--- config.mk ---
export PLATFORM = sky130hd
export DESIGN_NAME = alien_formation_motion_flat
export DESIGN_NICKNAME = d
export VERILOG_FILES = /design/src/rtl/alien_formation_motion_if.sv /design/src/rtl/alien_formation_motion.sv /design/src/flat_wrapper.sv
export SDC_FILE = /design/constraint.sdc
export NUM_CORES = 1
export LEC_CHECK = 0
export CORE_MARGIN = 4
export CORE_UTILIZATION = 40
export DETAILED_ROUTE_END_ITERATION = 8
export PLACE_DENSITY = 0.69
export RECOVER_POWER = 50
export SLEW_MARGIN = 10
export SYNTH_ARGS = -nofsm -noshare
export SYNTH_HDL_FRONTEND = slang
export SYNTH_SLANG_ARGS = --single-unit
--- constraint.sdc ---
create_clock -name clk -period 16.36 [get_ports clk]
set_clock_uncertainty 0.2 [all_clocks]
set_input_delay 3.272 -clock clk [delete_from_list [all_inputs] [get_ports clk]]
set_output_delay 3.272 -clock clk [all_outputs]
set_load 0.01 [all_outputs]
--- src/rtl/alien_formation_motion_if.sv ---
// Bundle between the edge-collision logic, the game controller and the
// alien formation motion block. "master" drives the control inputs and
// reads back the formation position; "slave" is the motion block itself.
interface alien_formation_motion_if #(
   parameter int POS_W  = 11,
   parameter int WAVE_W = 4
);
   logic                     startOfFrame;
   logic                     playGame;
   logic                     collision;
   logic [3:0]               HitEdgeCode;
   logic                     matrixDefeated;
   logic                     alienKilled;
   logic signed [POS_W-1:0]  topLeftX;
   logic signed [POS_W-1:0]  topLeftY;
   logic                     movingRight;
   logic                     alienReachedBottom;
   logic [WAVE_W-1:0]        waveLevel;
   logic [1:0]               motionState;

   modport master (
      output startOfFrame, playGame, collision, HitEdgeCode, matrixDefeated, alienKilled,
      input  topLeftX, topLeftY, movingRight, alienReachedBottom, waveLevel, motionState
   );

   modport slave (
      input  startOfFrame, playGame, collision, HitEdgeCode, matrixDefeated, alienKilled,
      output topLeftX, topLeftY, movingRight, alienReachedBottom, waveLevel, motionState
   );
endinterface

--- src/rtl/alien_formation_motion.sv ---
// Alien formation motion controller: integrates a per-frame X speed in
// signed fixed point, descends for several frames on an accepted edge hit,
// raises a sticky landed flag and halts, and speeds up per wave level.
// Optional kill acceleration is compiled in with ALIEN_KILL_ACCEL_EN.
module alien_formation_motion #(
   parameter int POS_W           = 11,
   parameter int FRAC_BITS       = 6,
   parameter int INITIAL_X       = 32,
   parameter int INITIAL_Y       = 80,
   parameter int INITIAL_X_SPEED = 40,
   parameter int SPEED_STEP      = 50,
   parameter int MAX_X_SPEED     = 400,
   parameter int DROP_STEP       = 128,
   parameter int DROP_FRAMES     = 4,
   parameter int BOTTOM_Y        = 400,
   parameter int WAVE_W          = 4,
   parameter int KILL_STEP       = 4
) (
   input  logic                    clk,
   input  logic                    reset,
   alien_formation_motion_if.slave bus
);
   localparam logic [1:0] ST_IDLE  = 2'd0;
   localparam logic [1:0] ST_MARCH = 2'd1;
   localparam logic [1:0] ST_DROP  = 2'd2;
   localparam logic [1:0] ST_HALT  = 2'd3;

   localparam logic signed [31:0] INIT_FPX   = 32'(INITIAL_X * (2 ** FRAC_BITS));
   localparam logic signed [31:0] INIT_FPY   = 32'(INITIAL_Y * (2 ** FRAC_BITS));
   localparam logic signed [31:0] BASE_SPD   = 32'(INITIAL_X_SPEED);
   localparam logic signed [31:0] STEP_SPD   = 32'(SPEED_STEP);
   localparam logic signed [31:0] MAX_SPD    = 32'(MAX_X_SPEED);
   localparam logic signed [31:0] DROP_S     = 32'(DROP_STEP);
   localparam logic signed [31:0] BOTTOM_S   = 32'(BOTTOM_Y);
   // A zero-frame descent still spends one frame descending.
   localparam logic [15:0]        DROP_LOAD  = (DROP_FRAMES < 1) ? 16'd1 : 16'(DROP_FRAMES);

   logic [1:0]         state_q, state_d;
   logic signed [31:0] fpx_q, fpx_d;
   logic signed [31:0] fpy_q, fpy_d;
   logic               right_q, right_d;
   logic [WAVE_W-1:0]  wave_q, wave_d;
   logic [15:0]        drop_cnt_q, drop_cnt_d;
   logic               bottom_q, bottom_d;
   logic signed [31:0] mag_raw_s, mag_s, xspeed_s;
   logic               hit_left_s, hit_right_s;
`ifdef ALIEN_KILL_ACCEL_EN
   logic [15:0]        boost_q, boost_d;
`endif

   // Landed when the sliced Y pixel of a fixed-point Y is at or past the bottom line.
   function automatic logic reached_bottom(input logic signed [31:0] fpy);
      logic signed [POS_W-1:0] pix;
      pix = fpy[POS_W+FRAC_BITS-1:FRAC_BITS];
      return (32'(pix) >= BOTTOM_S);
   endfunction

   // Speed magnitude from wave level (plus kill boost), saturated, signed by direction.
   always_comb begin
      mag_raw_s = BASE_SPD + $signed({{(32-WAVE_W){1'b0}}, wave_q}) * STEP_SPD;
`ifdef ALIEN_KILL_ACCEL_EN
      mag_raw_s = mag_raw_s + $signed({16'd0, boost_q});
`endif
      if (mag_raw_s > MAX_SPD) begin
         mag_s = MAX_SPD;
      end else begin
         mag_s = mag_raw_s;
      end
      xspeed_s = right_q ? mag_s : -mag_s;
   end

   // An edge hit counts only toward the current direction; a double-edge code is ignored.
   always_comb begin
      hit_left_s  = bus.collision & bus.HitEdgeCode[3] & ~bus.HitEdgeCode[1] & ~right_q;
      hit_right_s = bus.collision & bus.HitEdgeCode[1] & ~bus.HitEdgeCode[3] &  right_q;
   end

   // Next-state: playGame=0 > matrixDefeated > edge hit > frame integration.
   always_comb begin
      state_d    = state_q;
      fpx_d      = fpx_q;
      fpy_d      = fpy_q;
      right_d    = right_q;
      wave_d     = wave_q;
      drop_cnt_d = drop_cnt_q;
      bottom_d   = bottom_q;
`ifdef ALIEN_KILL_ACCEL_EN
      boost_d    = bus.alienKilled ? boost_q + 16'(KILL_STEP) : boost_q;
`endif
      if (!bus.playGame) begin
         state_d    = ST_IDLE;
         fpx_d      = INIT_FPX;
         fpy_d      = INIT_FPY;
         right_d    = 1'b1;
         drop_cnt_d = 16'd0;
         bottom_d   = 1'b0;
`ifdef ALIEN_KILL_ACCEL_EN
         boost_d    = 16'd0;
`endif
      end else if ((state_q != ST_IDLE) && bus.matrixDefeated) begin
         if (wave_q != {WAVE_W{1'b1}}) begin
            wave_d = wave_q + WAVE_W'(1);
         end else begin
            wave_d = wave_q;
         end
         state_d    = ST_MARCH;
         fpx_d      = INIT_FPX;
         fpy_d      = INIT_FPY;
         right_d    = 1'b1;
         drop_cnt_d = 16'd0;
         bottom_d   = 1'b0;
`ifdef ALIEN_KILL_ACCEL_EN
         boost_d    = 16'd0;
`endif
      end else begin
         case (state_q)
            ST_IDLE: begin
               state_d = ST_MARCH;
            end
            ST_MARCH: begin
               if (hit_left_s || hit_right_s) begin
                  right_d    = ~right_q;
                  drop_cnt_d = DROP_LOAD;
                  state_d    = ST_DROP;
               end else if (bus.startOfFrame) begin
                  fpx_d = fpx_q + xspeed_s;
                  if (reached_bottom(fpy_q)) begin
                     bottom_d = 1'b1;
                     state_d  = ST_HALT;
                  end else begin
                     state_d  = ST_MARCH;
                  end
               end else begin
                  state_d = ST_MARCH;
               end
            end
            ST_DROP: begin
               if (bus.startOfFrame) begin
                  fpy_d = fpy_q + DROP_S;
                  if (reached_bottom(fpy_d)) begin
                     bottom_d = 1'b1;
                     state_d  = ST_HALT;
                  end else if (drop_cnt_q <= 16'd1) begin
                     drop_cnt_d = 16'd0;
                     state_d    = ST_MARCH;
                  end else begin
                     drop_cnt_d = drop_cnt_q - 16'd1;
                     state_d    = ST_DROP;
                  end
               end else begin
                  state_d = ST_DROP;
               end
            end
            ST_HALT: begin
               state_d = ST_HALT;
            end
            default: begin
               state_d = ST_IDLE;
            end
         endcase
      end
   end

   // State registers with synchronous reset to the start position.
   always_ff @(posedge clk) begin
      if (reset) begin
         state_q    <= ST_IDLE;
         fpx_q      <= INIT_FPX;
         fpy_q      <= INIT_FPY;
         right_q    <= 1'b1;
         wave_q     <= {WAVE_W{1'b0}};
         drop_cnt_q <= 16'd0;
         bottom_q   <= 1'b0;
`ifdef ALIEN_KILL_ACCEL_EN
         boost_q    <= 16'd0;
`endif
      end else begin
         state_q    <= state_d;
         fpx_q      <= fpx_d;
         fpy_q      <= fpy_d;
         right_q    <= right_d;
         wave_q     <= wave_d;
         drop_cnt_q <= drop_cnt_d;
         bottom_q   <= bottom_d;
`ifdef ALIEN_KILL_ACCEL_EN
         boost_q    <= boost_d;
`endif
      end
   end

   assign bus.topLeftX           = fpx_q[POS_W+FRAC_BITS-1:FRAC_BITS];
   assign bus.topLeftY           = fpy_q[POS_W+FRAC_BITS-1:FRAC_BITS];
   assign bus.movingRight        = right_q;
   assign bus.alienReachedBottom = bottom_q;
   assign bus.waveLevel          = wave_q;
   assign bus.motionState        = state_q;
endmodule

--- src/flat_wrapper.sv ---
// flat-port wrapper written by rule: the top's interface ports become plain ports
module alien_formation_motion_flat 
#(
   parameter int POS_W           = 11,
   parameter int FRAC_BITS       = 6,
   parameter int INITIAL_X       = 32,
   parameter int INITIAL_Y       = 80,
   parameter int INITIAL_X_SPEED = 40,
   parameter int SPEED_STEP      = 50,
   parameter int MAX_X_SPEED     = 400,
   parameter int DROP_STEP       = 128,
   parameter int DROP_FRAMES     = 4,
   parameter int BOTTOM_Y        = 400,
   parameter int WAVE_W          = 4,
   parameter int KILL_STEP       = 4
)
  (clk, reset, bus_startOfFrame, bus_playGame, bus_collision, bus_HitEdgeCode, bus_matrixDefeated, bus_alienKilled, bus_topLeftX, bus_topLeftY, bus_movingRight, bus_alienReachedBottom, bus_waveLevel, bus_motionState);
  alien_formation_motion_if #(.POS_W(POS_W), .WAVE_W(WAVE_W)) bus_i ();
  input  logic clk;
  input  logic reset;
  input wire logic [$bits(bus_i.startOfFrame)-1:0] bus_startOfFrame;
  input wire logic [$bits(bus_i.playGame)-1:0] bus_playGame;
  input wire logic [$bits(bus_i.collision)-1:0] bus_collision;
  input wire logic [$bits(bus_i.HitEdgeCode)-1:0] bus_HitEdgeCode;
  input wire logic [$bits(bus_i.matrixDefeated)-1:0] bus_matrixDefeated;
  input wire logic [$bits(bus_i.alienKilled)-1:0] bus_alienKilled;
  output wire logic [$bits(bus_i.topLeftX)-1:0] bus_topLeftX;
  output wire logic [$bits(bus_i.topLeftY)-1:0] bus_topLeftY;
  output wire logic [$bits(bus_i.movingRight)-1:0] bus_movingRight;
  output wire logic [$bits(bus_i.alienReachedBottom)-1:0] bus_alienReachedBottom;
  output wire logic [$bits(bus_i.waveLevel)-1:0] bus_waveLevel;
  output wire logic [$bits(bus_i.motionState)-1:0] bus_motionState;
  assign bus_i.startOfFrame = bus_startOfFrame;
  assign bus_i.playGame = bus_playGame;
  assign bus_i.collision = bus_collision;
  assign bus_i.HitEdgeCode = bus_HitEdgeCode;
  assign bus_i.matrixDefeated = bus_matrixDefeated;
  assign bus_i.alienKilled = bus_alienKilled;
  assign bus_topLeftX = bus_i.topLeftX;
  assign bus_topLeftY = bus_i.topLeftY;
  assign bus_movingRight = bus_i.movingRight;
  assign bus_alienReachedBottom = bus_i.alienReachedBottom;
  assign bus_waveLevel = bus_i.waveLevel;
  assign bus_motionState = bus_i.motionState;
  alien_formation_motion #(.POS_W(POS_W), .FRAC_BITS(FRAC_BITS), .INITIAL_X(INITIAL_X), .INITIAL_Y(INITIAL_Y), .INITIAL_X_SPEED(INITIAL_X_SPEED), .SPEED_STEP(SPEED_STEP), .MAX_X_SPEED(MAX_X_SPEED), .DROP_STEP(DROP_STEP), .DROP_FRAMES(DROP_FRAMES), .BOTTOM_Y(BOTTOM_Y), .WAVE_W(WAVE_W), .KILL_STEP(KILL_STEP)) u_core (.clk(clk), .reset(reset), .bus(bus_i));
endmodule
# Word level (Yosys, flattened, before mapping)
# Index checks and enable logic that the tools add are counted.
# Widths: inputs -> output; s select.
[word_totals]
regBits = 88
input_bits = 11
output_inout_bits = 30
word_cells = 75
[op_classes]
add_sub_neg = 6
multipliers = 1
order_cmp = 4
n_eq_ne = 11
muxes = 21
bitwise = 11
n_reduce_logical = 13
[ops]
columns = ["cell", "n"]
rows = [
  ["$mux 16", 4],
  ["$mux 32", 2],
  ["$add 32x32->32", 1],
  ["$add 32x9->32 const B", 1],
  ["$add 7x32->32 const A", 1],
  ["$gt 32x10->1 const B", 1],
  ["$neg 32->32", 1],
  ["$pmux 16 s2", 1],
  ["$ge 11x10->1 const B", 2],
  ["$le 16x1->1 const B", 1],
  ["$sub 16x1->16 const B", 1],
  ["$mux 2", 6],
  ["$mul 4x5->9 const B", 1],
  ["$ne 2x2->1 const B", 4],
  ["$pmux 2 s4", 1],
  ["$and 1x1->1", 6],
  ["$mux 1", 6],
  ["$ne 2x1->1 const B", 3],
  ["$reduce_and 3->1", 2],
  ["$reduce_and 6->1", 1],
  ["$not 1->1", 5],
  ["$add 4x1->4 const B", 1],
  ["$eq 2x2->1 const B", 2],
  ["$ne 4x4->1 const B", 1],
  ["other kinds (10)", 12],
]

# Depth between registers and ports, before layout
[depth]
word_depth = 7
ltp_mapped = 27
ltp_nobuf = 26

# Least setup slack after synthesis
# No wires, ideal clock.
[synth_timing]
path_type = "register to register"
start = "register u_core.wave_q[2], in the netlist u_core.bus.waveLevel[2]"
end = "register u_core.fpx_q[16]"
setup_ns = 0.087
t_arrival_ns = 5.657
required_time_ns = 16.073
setup_slack_ns = 10.416
stages_incl_launch_ff = 27
path_buffers = 1
period_less_slack_ns = 5.944
cell_sequence = "dfxtp_1 > inv_1 > ha_1 > inv_1 > ha_1 > ha_1 > inv_1 > a211oi_1 > a311oi_1 > a21oi_1 > o32a_1 > clkbuf_1 > nand2_1 > ha_1 > nand3b_1 > or3_1 > nor2_1 > a21oi_1 > ha_1 > and2_1 > a221o_1 > nor4_1 > o31ai_1 > o41ai_1 > and4_1 > o21ai_0 > o31ai_1"
[synth_between]
elab_chain_len = 7
[synth_lines]
columns = ["element", "line_no", "source"]
rows = [
  ["start: declaration", "alien_formation_motion.sv:42", "logic [WAVE_W-1:0] wave_q, wave_d;"],
  ["start signal: assignment", "alien_formation_motion.sv:171", "wave_q <= {WAVE_W{1'b0}};"],
  ["start signal: assignment", "alien_formation_motion.sv:182", "wave_q <= wave_d;"],
  ["$mul 4x5->9 *", "alien_formation_motion.sv:60", "mag_raw_s = BASE_SPD + $signed({{(32-WAVE_W){1'b0}}, wave_q}) * STEP_SPD;"],
  ["$add 7x32->32 *", "alien_formation_motion.sv:60", ""],
  ["$gt 32x10->1", "alien_formation_motion.sv:64", "if (mag_raw_s > MAX_SPD) begin"],
  ["$mux 32 *", "alien_formation_motion.sv:64", ""],
  ["$neg 32->32", "alien_formation_motion.sv:69", "xspeed_s = right_q ? mag_s : -mag_s;"],
  ["$mux 32 *", "alien_formation_motion.sv:69", ""],
  ["$add 32x32->32 *", "alien_formation_motion.sv:126", "fpx_d = fpx_q + xspeed_s;"],
  ["end signal: assignment", "alien_formation_motion.sv:179", "fpx_q <= fpx_d;"],
  ["end: declaration", "alien_formation_motion.sv:39", "logic signed [31:0] fpx_q, fpx_d;"],
]
# Every way passes the cells marked *; elsewhere a longest branch is shown, timed or not.
# A chain may end at the register's enable or synchronous reset.

# Worst setup path after layout
# Ends and elaborated chain as after synthesis.

==> out/metrics.cfg <==
[routing]
drc=0
wl_per_cell_um=13.07
drt-total-wl_mm=8.299
vias=3348
vias_per_cell=5.272
drtPass1Iterations=4
detail_route.iter0.violations=111
ant_nets=0

[yosys]
async_reset_ff_frac=0
ys_seq_area_frac=0.2621
ys_warn_count=0
synth_flop_cell=dfxtp_1
syn_area_mm2=0.003819
synth_cells=493
ys_types=61
synth-edff-count=0
syn_area_per_cell_um2=7.746
synthesis.nets=540
ys_ff_latch=50

[pwr]
ir_drop_v=0.00004003
pwr_density_cell_mw_per_mm2=50.56
total_power_uw=215.1
power.leakage_uw=0.001722

[place]
dpl.hpwl_mm=6.245
placed_cells=628
gp_congestion=0.8174
placement.io_buffers=36

[grt]
grt_pass1_wl_mm=14.41
grt_pass1_vias=3195
grt_overflow=0
antenna_found_initial=0
grt_max_degree=28
track_usage=0.1512

[cts]
clock_sinks=50
cts_resized=0
clk-insertion-delay-late_ns=0.31
root_buffer=clkbuf_8
post_cts_buffers=0
clockBufferDepth=2
cts_tree=yes
clkTransAtPathRegs_ns=0.10
ctsHoldBuffers=0
cts_made_buffers=5
ctsHtreeMaxLevel=2

[worst_setup_path]
critical_path_class=reg -> reg
cp-start-kind=flop
cp-end-kind=flop
cp_max_fo=11
cp.required_ns=16.36
arrival_ns=6.86

[die]
placementRows=35
io_pins=41
start_util=0.4113
core-area_mm2=0.009284
die_w_um=105.7
die_height_um=105.7
dieArea_mm2=0.01117

[sta]
drv_slew=28
hold_violations=0
min_period_ns=6.862
setup_tns_ns=0
finalCritPeriodShare=0.4194
grt_setup_unrepaired=false
finalSetupViolations=0
clock.fmax_mhz=145.7
slew_headroom=-0.1599
worst_pin_slew_ns=1.740

[status]
violations=capacitance limit, slew limit
status=complete, but fails checks

[layout]
seq_area_mm2=0.001001
fillers=954
drive_above_1_share=0.03557
multiInputGateArea_mm2=0.002561
layout.nets=553
stdcell_count=635
n_antenna_cell=0
syn2layout_area_growth_pct=11.40

[hold_path]
hp-class=reg -> reg

[run]
maxCapViolCount=1

## layout make-up
cell class              count  area share
clock buffers               5     0.01618
clock inverters             2    0.003529
inverters                  23     0.02029
multi-input cells         390      0.6021
flip-flops and latches     50      0.2353
well taps                 129     0.03794
repair buffers             36     0.08471
## cells in the final DEF (no fill, tap or decap), types with 6 or more instances in the layout
cell type / count
nand4_1: 11
xnor2_1: 25
xor2_1: 17
dlygate4sd3_1: 27
nand2_1: 55
and2_1: 6
ha_1: 35
inv_1: 23
a21oi_1: 46
nand2b_1: 6
o21ai_0: 21
nor3_1: 6
and3_1: 7
clkdlybuf4s50_1: 9
nand3_1: 18
or3_1: 10
nor2_1: 47
dfxtp_1: 50
nor3b_1: 6
## logic make-up (layout without fill, tap and decap cells)
| kind of cell | count (synthesis) | in the layout | share of synthesized area |
|---|---|---|---|
| multiplexers | 3 | 3 | 0.007864 |
| XOR/XNOR | 42 | 42 | 0.09633 |
| AO/OA/AOI/OAI | 112 | 112 | 0.1832 |
| adder cells (fa/ha/maj) | 36 | 36 | 0.1199 |
| AND/OR/NAND/NOR | 196 | 196 | 0.2625 |
| flip-flops | 50 | 50 | 0.2621 |
| buffers and inverters | 53 | 66 | 0.06717 |
| other | 1 | 1 | 0.0009820 |
## report_power, final
part           internal (uW)  leakage (uW)  total (uW)  switching, uW
clock                   29.3     0.0000362        72.9           43.6
sequential               122      0.000403         123           1.01
combinational           7.63       0.00128        18.8           11.2
## layer usage
layer  vias to the layer above  track usage  wire [um]  part of all wire
li1                       1745            -          -                 -
met5                         -            0          0                 0
met3                         7      0.02694        241             0.029
met2                        38       0.2568       3966              0.48
met4                         0      0.03885         77            0.0093
met1                      1558       0.1975       4014              0.48
## worst max-delay path, stage by stage (launching register included)
cell and delay (ns):
dfxtp_1 0.53, inv_1 0.15, ha_1 0.30, inv_1 0.04, ha_1 0.18, ha_1 0.32, inv_1 0.12, a211oi_1 0.05
a311oi_1 0.64, a21oi_1 0.14, o32a_1 0.52, nand2_1 0.15, ha_1 0.18, nand3b_1 0.11, or3_1 0.41, nor2_1 0.28
a21oi_1 0.12, ha_1 0.34, and2_1 0.21, a221o_1 0.37, nor4_1 0.42, o31ai_1 0.19, o41ai_1 0.38, a211oi_1 0.11
o21ai_0 0.20, o31ai_1 0.08
## stage by stage
step	cell area [um2]	hold slack [ns]	worst slack, ns	utilization
after floorplan	3819	0.2362	10.42	-
after global placement	4170	0.2423	9.743	0.4492
after detailed placement	4170	0.2516	9.512	0.4492
after CTS	4254	0.2665	9.498	0.4582
after global routing	4254	0.2870	8.900	0.4582
final	4254	0.2683	9.498	0.4582
## worst paths after layout
check / slack [ns] / to / startpoint / cells after the start
setup reg to reg: 9.50 / u_core.fpx_q[16] / u_core.bus.waveLevel[2] / 25
hold / removal: 0.27 / u_core.fpx_q[1] / u_core.fpx_q[1] / 2
hold reg to reg: 0.27 / u_core.fpx_q[1] / u_core.fpx_q[1] / 2
setup / recovery: 9.50 / u_core.fpx_q[16] / u_core.bus.waveLevel[2] / 25
## sequential cells by signal, indices dropped and copies added, names as in the netlist
name                           count
u_core.drop_cnt_q                 16
u_core.bus.alienReachedBottom      1
u_core.bus.movingRight             1
u_core.fpy_q                      10
u_core.fpx_q                      16
u_core.bus.motionState             2
u_core.bus.waveLevel               4
## synthesized netlist by cell type, drive strengths merged (5+ instances only)
cell | count | area (um2)
a211oi | 5 | 37.54
a21o | 5 | 37.54
a21oi | 46 | 230.2
and2 | 6 | 37.54
and3 | 7 | 43.79
buf | 15 | 112.6
clkbuf | 15 | 57.55
dfxtp | 50 | 1001
ha | 35 | 437.9
inv | 23 | 86.33
nand2 | 56 | 217.7
nand2b | 6 | 37.54
nand3 | 18 | 90.09
nand4 | 11 | 68.82
nor2 | 47 | 176.4
nor3 | 7 | 46.30
nor3b | 6 | 45.04
nor4 | 6 | 52.55
o21ai | 22 | 113.9
o31ai | 5 | 37.54
or3 | 11 | 73.82
xnor2 | 25 | 219.0
xor2 | 17 | 148.9
(Power assumes the default switching activity.)
